`src/rtl/mem_stage_if.sv`:
```
// Signal bundle between the execute ALU, the dcache response path and the WB stage.
// fwd_* signals are present only when MEM_FORWARD_EN is defined.
interface mem_stage_if;
  logic        flush;
  logic        valid_i;
  logic [31:0] pc_i;
  logic [7:0]  aluop_i;
  logic [31:0] addr_i;
  logic [4:0]  is_exception_i;
  logic        reg_write_en_i;
  logic [4:0]  reg_write_addr_i;
  logic [31:0] reg_write_data_i;
  logic        dcache_rvalid_i;
  logic [31:0] dcache_rdata_i;
  logic        pause_wb_i;
  logic        pause_mem_o;
  logic        wb_valid_o;
  logic [31:0] wb_pc_o;
  logic        wb_reg_write_en_o;
  logic [4:0]  wb_reg_write_addr_o;
  logic [31:0] wb_reg_write_data_o;
  logic [5:0]  wb_is_exception_o;
`ifdef MEM_FORWARD_EN
  logic        fwd_valid_o;
  logic [4:0]  fwd_addr_o;
  logic [31:0] fwd_data_o;
`endif

  modport master (
    output flush, valid_i, pc_i, aluop_i, addr_i, is_exception_i,
           reg_write_en_i, reg_write_addr_i, reg_write_data_i,
           dcache_rvalid_i, dcache_rdata_i, pause_wb_i,
    input  pause_mem_o, wb_valid_o, wb_pc_o, wb_reg_write_en_o,
           wb_reg_write_addr_o, wb_reg_write_data_o, wb_is_exception_o
`ifdef MEM_FORWARD_EN
    , input fwd_valid_o, fwd_addr_o, fwd_data_o
`endif
  );

  modport slave (
    input  flush, valid_i, pc_i, aluop_i, addr_i, is_exception_i,
           reg_write_en_i, reg_write_addr_i, reg_write_data_i,
           dcache_rvalid_i, dcache_rdata_i, pause_wb_i,
    output pause_mem_o, wb_valid_o, wb_pc_o, wb_reg_write_en_o,
           wb_reg_write_addr_o, wb_reg_write_data_o, wb_is_exception_o
`ifdef MEM_FORWARD_EN
    , output fwd_valid_o, fwd_addr_o, fwd_data_o
`endif
  );
endinterface

```
`src/rtl/mem_stage.sv`:
```
// Memory-access stage: registers ALU results, waits for dcache loads, extracts/extends
// load data and presents one write-back record. Define MEM_FORWARD_EN for the fwd_* outputs.
`ifndef ALU_LDB
`define ALU_LDB  8'h20
`endif
`ifndef ALU_LDBU
`define ALU_LDBU 8'h21
`endif
`ifndef ALU_LDH
`define ALU_LDH  8'h22
`endif
`ifndef ALU_LDHU
`define ALU_LDHU 8'h23
`endif
`ifndef ALU_LDW
`define ALU_LDW  8'h24
`endif
`ifndef ALU_LLW
`define ALU_LLW  8'h25
`endif

module mem_stage #(
  parameter int RESP_TIMEOUT = 0
) (
  input  logic       clk,
  input  logic       rst,
  mem_stage_if.slave bus
);
  typedef enum logic [1:0] {IDLE, WAIT_RESP, HOLD, DRAIN} state_t;

  localparam bit          TIMEOUT_EN   = (RESP_TIMEOUT > 0);
  localparam logic [31:0] TIMEOUT_LAST = TIMEOUT_EN ? 32'(RESP_TIMEOUT - 1) : 32'd0;

  state_t      state_reg, state_next;
  logic [31:0] cnt_reg, cnt_next;
  logic [31:0] pc_reg;
  logic [7:0]  aluop_reg;
  logic [1:0]  addr_lo_reg;
  logic [4:0]  exc_reg;
  logic        bus_err_reg;
  logic        we_reg;
  logic [4:0]  waddr_reg;
  logic [31:0] data_reg;

  logic        is_load;
  logic        accept;
  logic        resp_take;
  logic        timeout_hit;
  logic [7:0]  byte_sel;
  logic [15:0] half_sel;
  logic [31:0] load_data;
  logic        wb_we;
  logic        unused_addr;

  assign unused_addr = ^bus.addr_i[31:2];

  always_comb begin
    is_load = 1'b0;
    case (bus.aluop_i)
      `ALU_LDB, `ALU_LDBU, `ALU_LDH, `ALU_LDHU, `ALU_LDW, `ALU_LLW:
        is_load = (bus.is_exception_i == 5'd0);
      default: is_load = 1'b0;
    endcase
  end

  // Flush is checked first in every state so it overrides accept and response.
  always_comb begin
    state_next  = state_reg;
    cnt_next    = 32'd0;
    accept      = 1'b0;
    resp_take   = 1'b0;
    timeout_hit = 1'b0;
    case (state_reg)
      IDLE: begin
        if (!bus.flush && bus.valid_i) begin
          accept     = 1'b1;
          state_next = is_load ? WAIT_RESP : HOLD;
        end
      end
      WAIT_RESP: begin
        if (bus.flush) begin
          state_next = bus.dcache_rvalid_i ? IDLE : DRAIN;
        end else if (bus.dcache_rvalid_i) begin
          resp_take  = 1'b1;
          state_next = HOLD;
        end else if (TIMEOUT_EN && (cnt_reg == TIMEOUT_LAST)) begin
          timeout_hit = 1'b1;
          state_next  = HOLD;
        end else begin
          cnt_next = TIMEOUT_EN ? (cnt_reg + 32'd1) : 32'd0;
        end
      end
      HOLD: begin
        if (bus.flush) begin
          state_next = IDLE;
        end else if (!bus.pause_wb_i) begin
          if (bus.valid_i) begin
            accept     = 1'b1;
            state_next = is_load ? WAIT_RESP : HOLD;
          end else begin
            state_next = IDLE;
          end
        end
      end
      DRAIN: begin
        if (bus.dcache_rvalid_i) state_next = IDLE;
      end
      default: state_next = IDLE;
    endcase
  end

  always_ff @(posedge clk or posedge rst) begin
    if (rst) begin
      state_reg <= IDLE;
      cnt_reg   <= 32'd0;
    end else begin
      state_reg <= state_next;
      cnt_reg   <= cnt_next;
    end
  end

  always_comb begin
    case (addr_lo_reg)
      2'd1:    byte_sel = bus.dcache_rdata_i[15:8];
      2'd2:    byte_sel = bus.dcache_rdata_i[23:16];
      2'd3:    byte_sel = bus.dcache_rdata_i[31:24];
      default: byte_sel = bus.dcache_rdata_i[7:0];
    endcase
    half_sel  = addr_lo_reg[1] ? bus.dcache_rdata_i[31:16] : bus.dcache_rdata_i[15:0];
    load_data = bus.dcache_rdata_i;
    case (aluop_reg)
      `ALU_LDB:  load_data = {{24{byte_sel[7]}}, byte_sel};
      `ALU_LDBU: load_data = {24'd0, byte_sel};
      `ALU_LDH:  load_data = {{16{half_sel[15]}}, half_sel};
      `ALU_LDHU: load_data = {16'd0, half_sel};
      default:   load_data = bus.dcache_rdata_i;
    endcase
  end

  always_ff @(posedge clk or posedge rst) begin
    if (rst) begin
      pc_reg      <= 32'd0;
      aluop_reg   <= 8'd0;
      addr_lo_reg <= 2'd0;
      exc_reg     <= 5'd0;
      bus_err_reg <= 1'b0;
      we_reg      <= 1'b0;
      waddr_reg   <= 5'd0;
      data_reg    <= 32'd0;
    end else if (accept) begin
      pc_reg      <= bus.pc_i;
      aluop_reg   <= bus.aluop_i;
      addr_lo_reg <= bus.addr_i[1:0];
      exc_reg     <= bus.is_exception_i;
      bus_err_reg <= 1'b0;
      we_reg      <= bus.reg_write_en_i;
      waddr_reg   <= bus.reg_write_addr_i;
      data_reg    <= bus.reg_write_data_i;
    end else if (resp_take) begin
      data_reg    <= load_data;
    end else if (timeout_hit) begin
      data_reg    <= 32'd0;
      bus_err_reg <= 1'b1;
    end
  end

  // Any exception bit, including a bus error, suppresses the register write.
  assign wb_we = we_reg && ({exc_reg, bus_err_reg} == 6'd0);

  assign bus.pause_mem_o         = (state_reg == WAIT_RESP) || (state_reg == DRAIN);
  assign bus.wb_valid_o          = (state_reg == HOLD);
  assign bus.wb_pc_o             = pc_reg;
  assign bus.wb_reg_write_en_o   = wb_we;
  assign bus.wb_reg_write_addr_o = waddr_reg;
  assign bus.wb_reg_write_data_o = data_reg;
  assign bus.wb_is_exception_o   = {exc_reg, bus_err_reg};

`ifdef MEM_FORWARD_EN
  assign bus.fwd_valid_o = (state_reg == HOLD) && wb_we;
  assign bus.fwd_addr_o  = waddr_reg;
  assign bus.fwd_data_o  = data_reg;
`endif
endmodule

```
`src/flat_wrapper.sv`:
```
// flat-port wrapper written by rule: the top's interface ports become plain ports
module mem_stage_flat 
#(
  parameter int RESP_TIMEOUT = 0
)
  (clk, rst, bus_flush, bus_valid_i, bus_pc_i, bus_aluop_i, bus_addr_i, bus_is_exception_i, bus_reg_write_en_i, bus_reg_write_addr_i, bus_reg_write_data_i, bus_dcache_rvalid_i, bus_dcache_rdata_i, bus_pause_wb_i, bus_pause_mem_o, bus_wb_valid_o, bus_wb_pc_o, bus_wb_reg_write_en_o, bus_wb_reg_write_addr_o, bus_wb_reg_write_data_o, bus_wb_is_exception_o);
  mem_stage_if bus_i ();
  input  logic clk;
  input  logic rst;
  input wire logic [$bits(bus_i.flush)-1:0] bus_flush;
  input wire logic [$bits(bus_i.valid_i)-1:0] bus_valid_i;
  input wire logic [$bits(bus_i.pc_i)-1:0] bus_pc_i;
  input wire logic [$bits(bus_i.aluop_i)-1:0] bus_aluop_i;
  input wire logic [$bits(bus_i.addr_i)-1:0] bus_addr_i;
  input wire logic [$bits(bus_i.is_exception_i)-1:0] bus_is_exception_i;
  input wire logic [$bits(bus_i.reg_write_en_i)-1:0] bus_reg_write_en_i;
  input wire logic [$bits(bus_i.reg_write_addr_i)-1:0] bus_reg_write_addr_i;
  input wire logic [$bits(bus_i.reg_write_data_i)-1:0] bus_reg_write_data_i;
  input wire logic [$bits(bus_i.dcache_rvalid_i)-1:0] bus_dcache_rvalid_i;
  input wire logic [$bits(bus_i.dcache_rdata_i)-1:0] bus_dcache_rdata_i;
  input wire logic [$bits(bus_i.pause_wb_i)-1:0] bus_pause_wb_i;
  output wire logic [$bits(bus_i.pause_mem_o)-1:0] bus_pause_mem_o;
  output wire logic [$bits(bus_i.wb_valid_o)-1:0] bus_wb_valid_o;
  output wire logic [$bits(bus_i.wb_pc_o)-1:0] bus_wb_pc_o;
  output wire logic [$bits(bus_i.wb_reg_write_en_o)-1:0] bus_wb_reg_write_en_o;
  output wire logic [$bits(bus_i.wb_reg_write_addr_o)-1:0] bus_wb_reg_write_addr_o;
  output wire logic [$bits(bus_i.wb_reg_write_data_o)-1:0] bus_wb_reg_write_data_o;
  output wire logic [$bits(bus_i.wb_is_exception_o)-1:0] bus_wb_is_exception_o;
  assign bus_i.flush = bus_flush;
  assign bus_i.valid_i = bus_valid_i;
  assign bus_i.pc_i = bus_pc_i;
  assign bus_i.aluop_i = bus_aluop_i;
  assign bus_i.addr_i = bus_addr_i;
  assign bus_i.is_exception_i = bus_is_exception_i;
  assign bus_i.reg_write_en_i = bus_reg_write_en_i;
  assign bus_i.reg_write_addr_i = bus_reg_write_addr_i;
  assign bus_i.reg_write_data_i = bus_reg_write_data_i;
  assign bus_i.dcache_rvalid_i = bus_dcache_rvalid_i;
  assign bus_i.dcache_rdata_i = bus_dcache_rdata_i;
  assign bus_i.pause_wb_i = bus_pause_wb_i;
  assign bus_pause_mem_o = bus_i.pause_mem_o;
  assign bus_wb_valid_o = bus_i.wb_valid_o;
  assign bus_wb_pc_o = bus_i.wb_pc_o;
  assign bus_wb_reg_write_en_o = bus_i.wb_reg_write_en_o;
  assign bus_wb_reg_write_addr_o = bus_i.wb_reg_write_addr_o;
  assign bus_wb_reg_write_data_o = bus_i.wb_reg_write_data_o;
  assign bus_wb_is_exception_o = bus_i.wb_is_exception_o;
  mem_stage #(.RESP_TIMEOUT(RESP_TIMEOUT)) u_core (.clk(clk), .rst(rst), .bus(bus_i));
endmodule
```
`config.mk`:
```
export PLATFORM = sky130hd
export DESIGN_NAME = mem_stage_flat
export DESIGN_NICKNAME = d
export VERILOG_FILES = /design/src/rtl/mem_stage_if.sv /design/src/rtl/mem_stage.sv /design/src/flat_wrapper.sv
export SDC_FILE = /design/constraint.sdc
export NUM_CORES = 1
export LEC_CHECK = 0
export ABC_AREA = 1
export CAP_MARGIN = 20
export CORE_MARGIN = 10
export CORE_UTILIZATION = 40
export CTS_CLUSTER_SIZE = 8
export DETAILED_ROUTE_END_ITERATION = 12
export DONT_BUFFER_PORTS = 1
export GPL_TIMING_DRIVEN = 0
export PLACE_DENSITY = 0.57
export REMOVE_ABC_BUFFERS = 1
export SETUP_SLACK_MARGIN = 0.02
export SLEW_MARGIN = 20
export SYNTH_ARGS = -nofsm -noshare
export SYNTH_HDL_FRONTEND = slang
export SYNTH_SLANG_ARGS = --single-unit
```
`constraint.sdc`:
```
create_clock -name clk -period 4.2 [get_ports clk]
set_clock_uncertainty 0.05 [all_clocks]
set_input_delay 1.05 -clock clk [delete_from_list [all_inputs] [get_ports clk]]
set_output_delay 1.05 -clock clk [all_outputs]
set_load 0.02 [all_outputs]
```
==> results.ini <==
[placed_design]
place_congestion=0.8555
placed_cells_incl_taps=825
dp.final_hpwl_mm=10.93
setup_ws_pre_cts_ps=1413
port_buffers=0

[sta]
grt_setup_unrepaired=false
finalSetupViolations=0
fin_crit_period_ps=2633
maxSlewViolCount=0
worst_pin_slew_ps=986.9
worst_slack_ps=1567
fmaxAchievable_ghz=0.3797
max-slew-margin-rel=0.3420
post-route-period-util=0.6270
final-hold-violation-count=0

[final_layout]
filler_cell_count=1297
finish.utilization=0.4430
layout.nets=842
final-instance-count-excl-fill=840
seq_area_sq_um=2177
final_layout_size_suffix_gt1_frac=0.06782
antenna_cells_inserted=0
multi_input_area_sq_um=2271
area_delta_synth_final_pct=8.995

[route]
route.antenna.remaining_nets=0
drt-vias-per-instance=5.067
first_iter_violations=320
vias=4256
first_pass_iters=4
route.final.wire_length_mm=14.30
detail_route.drc_violations=0
post_drt_wl_per_cell_um=17.03

[grt]
global_route_wire_length_before_repair_mm=22.85
vias_in_the_first_global_route=4424
met2_resource_use_gr=0.2682
grt.busiest_layer=met2
grt_max_degree=55
met3_usage=0.08154
grt_util_met1=0.1967
grt_antenna_before_repair=0
grt_overflow=0
grt_util_all_layers=0.1707

[yosys]
yosys_warnings=0
yosys.cell_types.count=27
synth_xor_xnor_area_share=0
synthAdderAreaFrac=0
synth_seq_cells=87
synth_sequential_area_ratio=0.4497
synthSimpleGateAreaFrac=0.4128
synth_compound_area_frac=0.05454
synth_edf_count=0
ys.flop_type=sky130_fd_sc_hd__dfrtp_1
syn_area_per_cell_sq_um=6.809
synthesis.area_sq_um=4841
muxShareOfSynthArea=0
postSynth.asyncResetShare=1.000
syn_inst=711
synth_top_family_by_area=simple AND/OR/NAND/NOR gates

[outcome]
outcome=finished, final reports clean

[critical_path]
crit_chain=inv_1 > nand4_1 > nor3_1
timing.critical_path.fanout_max=2
crit_family=simple AND/OR/NAND/NOR gates
worst-setup-path-type=reg -> out
crit_end_category=primary output
critPathBufInv=1
max_stage_delay_ps=520
critical_path.startpoint_type=flip-flop
cp_slowest_cell=sky130_fd_sc_hd__nor3_1
crit_arrival_ps=1530
crit_required_ps=3100

[job]
cap_violations=0

[power_and_ir_drop]
p_sw_frac=0.4603
p_comb_frac=0.277
final_total_pwr_mw=4.135
leakagePower_nw=2.861
p_int_mw=2.232
share_seq_of_total_power=0.508
p_sw_mw=1.903
clock_network_power_share=0.215
vdd_ir_drop_max_uv=472.4
cellPowerDensity_nw_per_um2=783.7

[clock_network]
hold_buffers=0
number_of_sinks_on_the_clock_net=87
post_cts.resized_instances=0
cell_at_the_root_of_the_clock_tree=sky130_fd_sc_hd__clkbuf_16
clock_insertion_delay_worst_skew_ps=340
clk_pin_slew_worst_setup_hold_paths_ps=60
tritoncts=built
cts_setup_buffers=0
clk_path_buf_depth=2
num_cts_buffers=9
h-tree-depth=3

[floorplan]
starting_utilization_of_the_core_area=0.4064
die_width_um=130.0
design.core.area_sq_um=11910
dieArea_sq_um=16900
fp.dieH_um=130.0
fp_rows=40
io_pins=231

[worst_hold_path]
worst_hold_path_type=reg -> reg

cells in the final DEF, fill, tap and decap left out, types with 2 or more instances in the layout:
cell type / synthesis / final
sky130_fd_sc_hd__dfrtp_1: 87 / 87
sky130_fd_sc_hd__or2_2: 11 / 11
sky130_fd_sc_hd__inv_4: 1 / 3
sky130_fd_sc_hd__clkbuf_8: 0 / 2
sky130_fd_sc_hd__buf_16: 0 / 3
sky130_fd_sc_hd__bufinv_16: 0 / 2
sky130_fd_sc_hd__o21ai_0: 11 / 11
sky130_fd_sc_hd__nand3_1: 58 / 57
sky130_fd_sc_hd__nor2_4: 2 / 2
sky130_fd_sc_hd__clkbuf_16: 0 / 9
sky130_fd_sc_hd__nor2_2: 3 / 3
sky130_fd_sc_hd__o21ai_1: 5 / 5
sky130_fd_sc_hd__a21oi_1: 27 / 27
sky130_fd_sc_hd__o21bai_1: 2 / 2
sky130_fd_sc_hd__a31oi_1: 2 / 2
sky130_fd_sc_hd__nand2_1: 317 / 317
sky130_fd_sc_hd__nor2_1: 89 / 89
sky130_fd_sc_hd__nand4_1: 7 / 7
sky130_fd_sc_hd__buf_12: 0 / 2
sky130_fd_sc_hd__inv_1: 39 / 38
sky130_fd_sc_hd__inv_2: 4 / 3
stage by stage:
stage,hold WS [ps],instance area [sq um],setup TNS (ps)
2_1_floorplan,392.0,4614,0
3_3_place_gp,415.6,4798,-12730
3_5_place_dp,429.6,4946,0
4_1_cts,445.6,5276,0
5_1_grt,480.5,5276,0
6_report,439.8,5276,0
cells in the mapped netlist, drive strengths merged, types with 2 or more instances:
master | number | area share
nand2 | 318 | 0.25
nor2 | 94 | 0.078
dfrtp | 87 | 0.45
nand3 | 58 | 0.060
inv | 44 | 0.035
buf | 32 | 0.041
a21oi | 27 | 0.028
o21ai | 16 | 0.017
or2 | 11 | 0.014
clkbuf | 7 | 0.0054
nand4 | 7 | 0.0090
a31oi | 3 | 0.0070
o21bai | 2 | 0.0031
worst reg2reg max path: stages (launching register included):
cell and delay (ps):
sky130_fd_sc_hd__dfrtp_1 750, sky130_fd_sc_hd__inv_2 430, sky130_fd_sc_hd__nand2_1 120, sky130_fd_sc_hd__nand2_1 110, sky130_fd_sc_hd__nand4_1 590, sky130_fd_sc_hd__nand3_1 380, sky130_fd_sc_hd__nand2_1 70, sky130_fd_sc_hd__nand2_1 60
cell families after synthesis:
kind of cell	Yosys count
AOI/OAI and AO/OA	48
and+or+nand+nor	491
other	1
buffers and inverters	84
DFF	87
layout make-up:
class                           count  area share
Multi-Input combinational cell    540      0.4304
Inverter                           45     0.03344
Clock buffer                       11     0.04790
Clock inverter                      4     0.01470
Timing Repair Buffer                6     0.02608
Sequential cell                    87      0.4126
Tap cell                          147     0.03486
power by group through the flow:
| stage | logic (mW) | clock network [mW] | registers, mW |
|---|---|---|---|
| finish | 1.14 | 0.890 | 2.10 |
| global route | 1.37 | 0.957 | 2.17 |
| CTS | 1.16 | 0.916 | 2.12 |
| floorplan | 0.904 | 0 | 1.96 |
| global placement | 1.08 | 0 | 2.12 |
| detailed placement | 1.17 | 0 | 2.12 |
metal layers:
layer  vias to the layer above  share of wire
met5                         -              0
met4                         0          0.021
met3                        22           0.13
met2                       162           0.46
met1                      1924           0.39
li1                       2148              -
final timing paths:
check | start | slack, ps | to | cells past startpoint
hold / removal | u_core.aluop_reg[2] | 440 | u_core.aluop_reg[2] | 2
hold reg to reg | u_core.aluop_reg[2] | 440 | u_core.aluop_reg[2] | 2
max in group asynchronous | rst | 2900 | u_core.bus.wb_reg_write_data_o[14] | 2
min in group asynchronous | rst | 580 | u_core.bus.wb_pc_o[11] | 1
setup reg to reg | u_core.addr_lo_reg[1] | 1590 | u_core.bus.wb_reg_write_data_o[28] | 7
setup / recovery | u_core.exc_reg[4] | 1570 | bus_wb_reg_write_en_o | 3
Note: power is estimated with default switching activity, not from simulation.
